<file path="src/rtl/round_ctrl.sv">
// Duck-hunt round sequencer: spawn, shots, hit/escape, dog/escape hold, round advance and game over.
// Latency: one state step per frame_tick, outputs registered; no backpressure (inputs sampled every tick).
module round_ctrl #(
    parameter int BULLETS         = 3,
    parameter int DUCKS_PER_ROUND = 10,
    parameter int WIN_THRESHOLD   = 6,
    parameter int HOLD_TICKS      = 60
) (
    input  logic       clk,
    input  logic       rst1,
    input  logic       frame_tick,
    input  logic       b_shoot,
    input  logic       hit,
    input  logic       duck_offscreen,
    input  logic       duck_landed,
    output logic [2:0] state,
    output logic       spawn,
    output logic [1:0] bullets_left,
    output logic [3:0] win_count,
    output logic [3:0] round_num,
    output logic       dog_show,
    output logic       game_over
);

    typedef enum logic [2:0] {
        S_IDLE      = 3'd0,
        S_SPAWN     = 3'd1,
        S_FLY       = 3'd2,
        S_FALL      = 3'd3,
        S_DOG       = 3'd4,
        S_ESCAPE    = 3'd5,
        S_NEXT      = 3'd6,
        S_GAME_OVER = 3'd7
    } state_t;

    localparam logic [1:0] BUL_INIT  = 2'(BULLETS);
    localparam logic [3:0] DUCKS_L   = 4'(DUCKS_PER_ROUND);
    localparam logic [3:0] THR_L     = 4'(WIN_THRESHOLD);
    localparam logic [7:0] HOLD_LAST = 8'(HOLD_TICKS - 1);

    state_t     cur, nxt;
    logic [7:0] tick_cnt, tick_cnt_nxt;
    logic [3:0] duck_idx, duck_idx_nxt;
    logic [3:0] win_nxt, round_nxt;
    logic [1:0] bul_nxt;
    logic       shoot_q;
    logic       shot;

    // Only meaningful on frame_tick cycles: shoot_q is the level seen at the previous tick.
    assign shot  = b_shoot & ~shoot_q;
    assign state = cur;

    always_comb begin
        nxt          = cur;
        bul_nxt      = bullets_left;
        win_nxt      = win_count;
        round_nxt    = round_num;
        duck_idx_nxt = duck_idx;
        tick_cnt_nxt = tick_cnt;
        case (cur)
            S_IDLE: begin
                if (shot) begin
                    nxt          = S_SPAWN;
                    round_nxt    = 4'd1;
                    win_nxt      = 4'd0;
                    duck_idx_nxt = 4'd0;
                end
            end
            S_SPAWN: begin
                bul_nxt = BUL_INIT;
                if (duck_idx < DUCKS_L) duck_idx_nxt = duck_idx + 4'd1;
                nxt = S_FLY;
            end
            S_FLY: begin
                if (shot && bullets_left != 2'd0) begin
                    bul_nxt = bullets_left - 2'd1;
                    if (hit) begin
                        if (win_count != 4'd15) win_nxt = win_count + 4'd1;
                        nxt = S_FALL;
                    end else if (bullets_left == 2'd1 || duck_offscreen) begin
                        nxt          = S_ESCAPE;
                        tick_cnt_nxt = 8'd0;
                    end
                end else if (duck_offscreen) begin
                    nxt          = S_ESCAPE;
                    tick_cnt_nxt = 8'd0;
                end
            end
            S_FALL: begin
                if (duck_landed) begin
                    nxt          = S_DOG;
                    tick_cnt_nxt = 8'd0;
                end
            end
            S_DOG, S_ESCAPE: begin
                if (tick_cnt == HOLD_LAST) nxt = S_NEXT;
                else tick_cnt_nxt = tick_cnt + 8'd1;
            end
            S_NEXT: begin
                if (duck_idx < DUCKS_L) begin
                    nxt = S_SPAWN;
                end else if (win_count >= THR_L) begin
                    if (round_num != 4'd15) round_nxt = round_num + 4'd1;
                    win_nxt      = 4'd0;
                    duck_idx_nxt = 4'd0;
                    nxt          = S_SPAWN;
                end else begin
                    nxt = S_GAME_OVER;
                end
            end
            S_GAME_OVER: begin
                if (shot) begin
                    nxt          = S_IDLE;
                    win_nxt      = 4'd0;
                    round_nxt    = 4'd0;
                    duck_idx_nxt = 4'd0;
                    bul_nxt      = 2'd0;
                end
            end
            default: nxt = S_IDLE;
        endcase
    end

    always_ff @(posedge clk or negedge rst1) begin
        if (!rst1) begin
            cur          <= S_IDLE;
            spawn        <= 1'b0;
            bullets_left <= 2'd0;
            win_count    <= 4'd0;
            round_num    <= 4'd0;
            dog_show     <= 1'b0;
            game_over    <= 1'b0;
            tick_cnt     <= 8'd0;
            duck_idx     <= 4'd0;
            // Held-through-reset button must not look like a fresh press.
            shoot_q      <= 1'b1;
        end else begin
            spawn <= frame_tick && (cur == S_SPAWN);
            if (frame_tick) begin
                shoot_q      <= b_shoot;
                cur          <= nxt;
                bullets_left <= bul_nxt;
                win_count    <= win_nxt;
                round_num    <= round_nxt;
                duck_idx     <= duck_idx_nxt;
                tick_cnt     <= tick_cnt_nxt;
                dog_show     <= (nxt == S_DOG);
                game_over    <= (nxt == S_GAME_OVER);
            end
        end
    end

endmodule
</file>
<file path="config.mk">
export PLATFORM = sky130hd
export DESIGN_NAME = round_ctrl
export DESIGN_NICKNAME = d
export VERILOG_FILES = /design/src/rtl/round_ctrl.sv
export SDC_FILE = /design/constraint.sdc
export NUM_CORES = 1
export LEC_CHECK = 0
export ABC_AREA = 1
export CORE_ASPECT_RATIO = 1.1
export CORE_MARGIN = 10
export CORE_UTILIZATION = 30
export DETAILED_ROUTE_END_ITERATION = 16
export PLACE_DENSITY = 0.52
export SLEW_MARGIN = 20
export SYNTH_ARGS = -nofsm -noshare
export SYNTH_HDL_FRONTEND = slang
export SYNTH_SLANG_ARGS = --single-unit
</file>
<file path="constraint.sdc">
create_clock -name clk -period 2.1 [get_ports clk]
set_input_delay 0.315 -clock clk [delete_from_list [all_inputs] [get_ports clk]]
set_output_delay 0.315 -clock clk [all_outputs]
set_load 0.005 [all_outputs]
</file>
# Word level (Yosys, flattened, before mapping)
# Cells that the tools add are included.
[word_totals]
wordCells = 99
output_inout_bits = 16
reg_bits = 29
[classes]
addsub = 5
n_reduce_logical = 17
muxes = 35
bitwise = 2
order_cmp = 2
eq_ne = 28
[op_table]
columns = ["op", "count"]
rows = [
  ["8-bit two-way mux", 6],
  ["4-bit two-way mux", 11],
  ["4-bit case mux with 3 select lines", 3],
  ["3-bit two-way mux", 10],
  ["8-bit case mux with 3 select lines", 1],
  ["2-bit != test, second input constant", 11],
  ["3-bit case mux with 7 select lines", 1],
  ["3-bit == test, second input constant", 6],
  ["3-bit nonzero test", 5],
  ["7-bit AND reduction", 2],
  ["4-bit by 1-bit adder with 4-bit output, second input constant", 3],
  ["3-bit != test, second input constant", 3],
  ["8-bit by 1-bit adder with 8-bit output, second input constant", 1],
  ["8-bit by 6-bit == test with 1-bit output, second input constant", 1],
  ["4-bit != test, second input constant", 2],
  ["8-bit AND reduction", 1],
  ["3-bit by 2-bit == test with 1-bit output, second input constant", 2],
  ["2-bit case mux with 3 select lines", 1],
  ["6-bit AND reduction", 1],
  ["4-bit by 3-bit greater-or-equal comparator with 1-bit output, second input constant", 1],
  ["4-bit < comparator, second input constant", 1],
  ["2-bit two-way mux", 2],
  ["4-bit AND reduction", 1],
  ["2-bit OR reduction", 2],
  ["10 further kinds", 11],
]

# Depth between registers and ports, before layout
[depth]
word_depth = 7
ltp_mapped = 11
mapped_depth_nobuf = 11

# Worst setup path before layout
# Ideal clock, no wire load.
[synth_timing]
kind = "register -> register"
from = "register bullets_left[0]"
to = "register tick_cnt[6]"
slack_ns = 0.554
arrival_time_ns = 1.429
path_stages_with_launch = 10
period_less_slack_ns = 1.546
path_cell_list = "dfrtp_1 inv_1 ha_1 nor2_1 nand3_1 nand3_1 nand4_4 buf_6 nand2_1 o21ai_2"
[synth_between]
elab_chain_len = 4
word_cells_on_any_way = 10
cone_classes = "eq/ne: 4; mux: 2; reduce/logical: 4"
[synth_rtl]
columns = ["element", "line_no", "source"]
rows = [
  ["from (decl)", "18", "output logic [1:0] bullets_left,"],
  ["from (signal assigned)", "142", "bullets_left <= bul_nxt;"],
  ["2-bit by 1-bit == test with 1-bit output or 2-bit nonzero test (tied branches)", "80, 75", ""],
  ["1-bit logical OR or 1-bit logical AND (tied branches)", "80, 75", ""],
  ["3-bit != test (no source line) or 8-bit two-way mux (tied branches)", "n/a", ""],
  ["7-bit AND reduction (no source line) or 8-bit case mux with 3 select lines (tied branches)", "n/a", ""],
  ["to (signal assigned)", "146", "tick_cnt <= tick_cnt_nxt;"],
  ["to (decl)", "42", "logic [7:0] tick_cnt, tick_cnt_nxt;"],
]
# Parallel ways exist; a longest one is shown, timed or not.
# A chain may end at the register's enable or synchronous reset.

# Worst setup path after layout
[layout_timing]
from = "register cur[0] (netlist: state[0])"
to = "output state[0]"
[layout_lines]
columns = ["element", "line_no", "source"]
rows = [
  ["from (decl)", "41", "state_t cur, nxt;"],
  ["from (signal assigned)", "141", "cur <= nxt;"],
  ["to (decl)", "16", "output logic [2:0] state,"],
]
# No word-level cell between the ends.

==> summary.md <==
| Metric | Value |
|---|---|
| MaxCap Viol Count | 0 |
| Critical path's slowest cell | dfrtp_1 |
| Min Hold Slack | 0.421 ns |
| Clk buf depth | 2 |
| Row cnt | 30 |
| Syn_nets | around 270 |
| Mux share of post-synthesis cell area | 0 |
| Post-Synth Adder-Cell Area | 0.0453 |
| Worst rel slew slack | 0.744 |
| Worst EP required | 1.78 ns |
| Total Routing Usage GR | 0.0966 |
| Psw | around 1200 uW |
| Number of register bits inferred by synthesis | 29 |
| Worst path buffer plus inverter count | 2 |
| Pre-antenna DRT Iters | 4 |
| Synthesized area per cell | 7.46 um2 |
| Crit-path cells | buf_4, clkdlybuf4s50_1 |
| Post-synthesis compound-gate area fraction | 0.118 |
| Via-to-Cell Ratio | 4.71 |
| Die Width | 96.5 um |
| Layout cells sized above 1 | 0.148 |
| CP Launch Type | register |
| Mapped Area | 1930 um2 |
| Sw Ratio | 0.438 |
| Core area | 6230 um2 |
| CP peak stage delay | 0.57 ns |
| RSZ-0062 raised after global routing | false |
| Post-DR wirelength/cell | 12.3 um |
| Slew Limit Fails | 0 |
| Initial antenna violation count | 0 |
| Reg-to-reg endpoint | tick_cnt[5] |
| Leak Pwr | 0.00111 uW |
| Total gr overflow | 0 |
| Crit path capture type | output port |
| Die height | 104 um |
| Clock sink count | 29 |
| DRT iter0 DRCs | 58 |
| Area Growth Syn to Fin | 21.8% |
| Post-Synth Simple-Gate Area | 0.367 |
| Xor/xnor share of the synthesized area | 0.0181 |
| Post-synth EDFFs | 0 |
| Status | finished clean |
| PwrDens | 1190 nW/um2 |
| Critical R2R Launch | bullets_left[0] |
| RePlAce Congestion | 0.902 |
| Clk Latency, worst-skew pair | 0.28 ns |
| Synth Flop Type | dfrtp_1 |
| Sequential cell fraction of total power | 0.324 |
| Largest net degree at the start of global routing | 30 |
| Vias in the first global route | 1695 |
| Peak VDD IR | 0.416 mV |
| H-tree level count | 2 |
| Number of I/O pins | 23 |
| Clock slew at reported path FFs | approximately 0.07 ns |
| Cells after synthesis | approximately 260 |
| Via count | 1743 |
| Largest family of logic cells by synthesized area | simple AND/OR/NAND/NOR gates |
| Crit Path Class | register to output port |
| Max Clock Skew | 0.00836 ns |
| Crit-path max FO | 8 |
| Final Hold Fails | 0 |
| Post-CTS setup buffers | 0 |
| Post-synth ARST share | 1.00 |
| Hold_buf cts | 0 |
| IO buf count | 22 |
| CTS resizes | 0 |
| Cell class contributing the biggest share of worst-path delay | buffers and inverters |
| Final setup TNS | 0 ns |
| Total die area | a little over 10000 um2 |
| Clock share of power | 0.184 |
| Yosys warning total | 0 |
| Worst Max-Slew Pin Slew | 0.384 ns |
| Register area share after synthesis | 0.376 |
| Top achievable clock speed | between 500 and 600 MHz |
| Antenna viol nets, final | 0 |
| Internal Power | 1570 uW |
| CTS tree | built |
| Comb power frac | 0.492 |
| Minimum clock period | 1.87 ns |
| Final WL | 4550 um |
| DRC | 0 |
| CTS root buffer | clkbuf_8 |
| First-pass GRT wire length | 7910 um |
| FF-to-FF setup slack | 0.31 ns |
| Diodes inserted | 0 |
| CTS Buf Count | 5 |
| Final setup viols | 0 |
| Data arrival, critical path | around 1.6 ns |
| Initial Util | 0.310 |
| DP Wirelength | 3430 um |
| Worst reg2reg path depth | 8 |
| Final net count | 303 |
| Final worst-path cycle share | 0.893 |
| Synth unique cells | 29 |
| HP Class | input port to asynchronous set/reset pin |
==> sequential cells by signal (all words and copies together) (netlist names), 2 cells and up <==
name	flops
tick_cnt	8
duck_idx	4
round_num	4
win_count	4
state	3
bullets_left	2
==> per-layer routing <==
layer  vias to the layer above  routed length, um  track usage
met4                         0                 54       0.0343
met1                       814               2120        0.118
met2                        24               2130        0.152
met5                         -                  0            0
met3                         4                241       0.0318
li1                        901                  -            -
==> final cells by class <==
class / instances / area (um2)
Sequential cell: 29 / 727
Inverter: 29 / 109
Multi-Input combinational cell: 197 / 1060
Clock inverter: 1 / 5.00
Fill cell: 672 / 3880
Clock buffer: 7 / 96.3
Timing Repair Buffer: 27 / 258
Tap cell: 80 / 100
==> metrics by stage <==
stage / utilization / total power (uW) / worst slack [ns] / instances / instance area (um2)
floorplan: - / 1850 / 0.554 / 259 / 1930
global placement: 0.361 / 2310 / 0.156 / 362 / 2250
detailed placement: 0.361 / 2320 / 0.102 / 362 / 2250
CTS: 0.378 / 2850 / 0.211 / 370 / 2350
global route: 0.378 / 3090 / 0.0732 / 370 / 2350
finish: 0.378 / 2800 / 0.226 / 370 / 2350
==> cell usage in the layout, fill, tap and decap left out, types with 7 or more instances in the layout <==
| cell type | n |
|---|---|
| ha_1 | 7 |
| clkbuf_8 | 7 |
| nor2_1 | 23 |
| inv_1 | 25 |
| nand3_1 | 32 |
| nand2_1 | 71 |
| o21ai_0 | 14 |
| dfrtp_1 | 28 |
| o21ai_2 | 8 |
| clkdlybuf4s50_1 | 22 |
==> kinds of logic (layout without fill, tap and decap cells) <==
kind of cell	after synthesis	in the layout
XOR/XNOR	4	4
AO/OA/AOI/OAI	36	36
AND/OR/NAND/NOR	150	150
adder cells (fa/ha/maj)	7	7
flip-flops	29	29
buffers and inverters	33	64
==> power groups by stage <==
stage                     registers [uW]  clock network [uW]  logic [uW]
after floorplan                      868                   0         985
after global placement               916                   0        1390
after detailed placement             916                   0        1400
after CTS                            908                 535        1410
after global routing                 941                 552        1590
final                                906                 514        1380
==> how the worst max path moves through the flow <==
stage / startpoint / to / depth (start not counted)
after floorplan: bullets_left[0] / tick_cnt[6] / 9
after global placement: b_shoot / tick_cnt[1] / 8
after detailed placement: b_shoot / tick_cnt[5] / 8
after CTS: state[0] / state[0] / 2
after global routing: bullets_left[0] / tick_cnt[0] / 8
final: state[0] / state[0] / 2
==> synth_stat cells, types with 2 or more instances <==
cell type / count / area share
nor2_4: 2 / 0.012
inv_2: 4 / 0.0078
nor2_2: 4 / 0.013
inv_1: 25 / 0.049
a21oi_1: 5 / 0.013
nand4_1: 4 / 0.013
o21ai_1: 5 / 0.013
nand3_1: 32 / 0.083
nand3b_1: 3 / 0.012
dfrtp_1: 28 / 0.36
or2_2: 3 / 0.0097
ha_1: 7 / 0.045
nor2_1: 23 / 0.045
nand2_2: 4 / 0.013
xor2_1: 4 / 0.018
nand2_1: 71 / 0.14
buf_6: 3 / 0.017
o21ai_2: 8 / 0.036
o21ai_0: 14 / 0.036
Note: power is estimated with default switching activity, not from simulation.
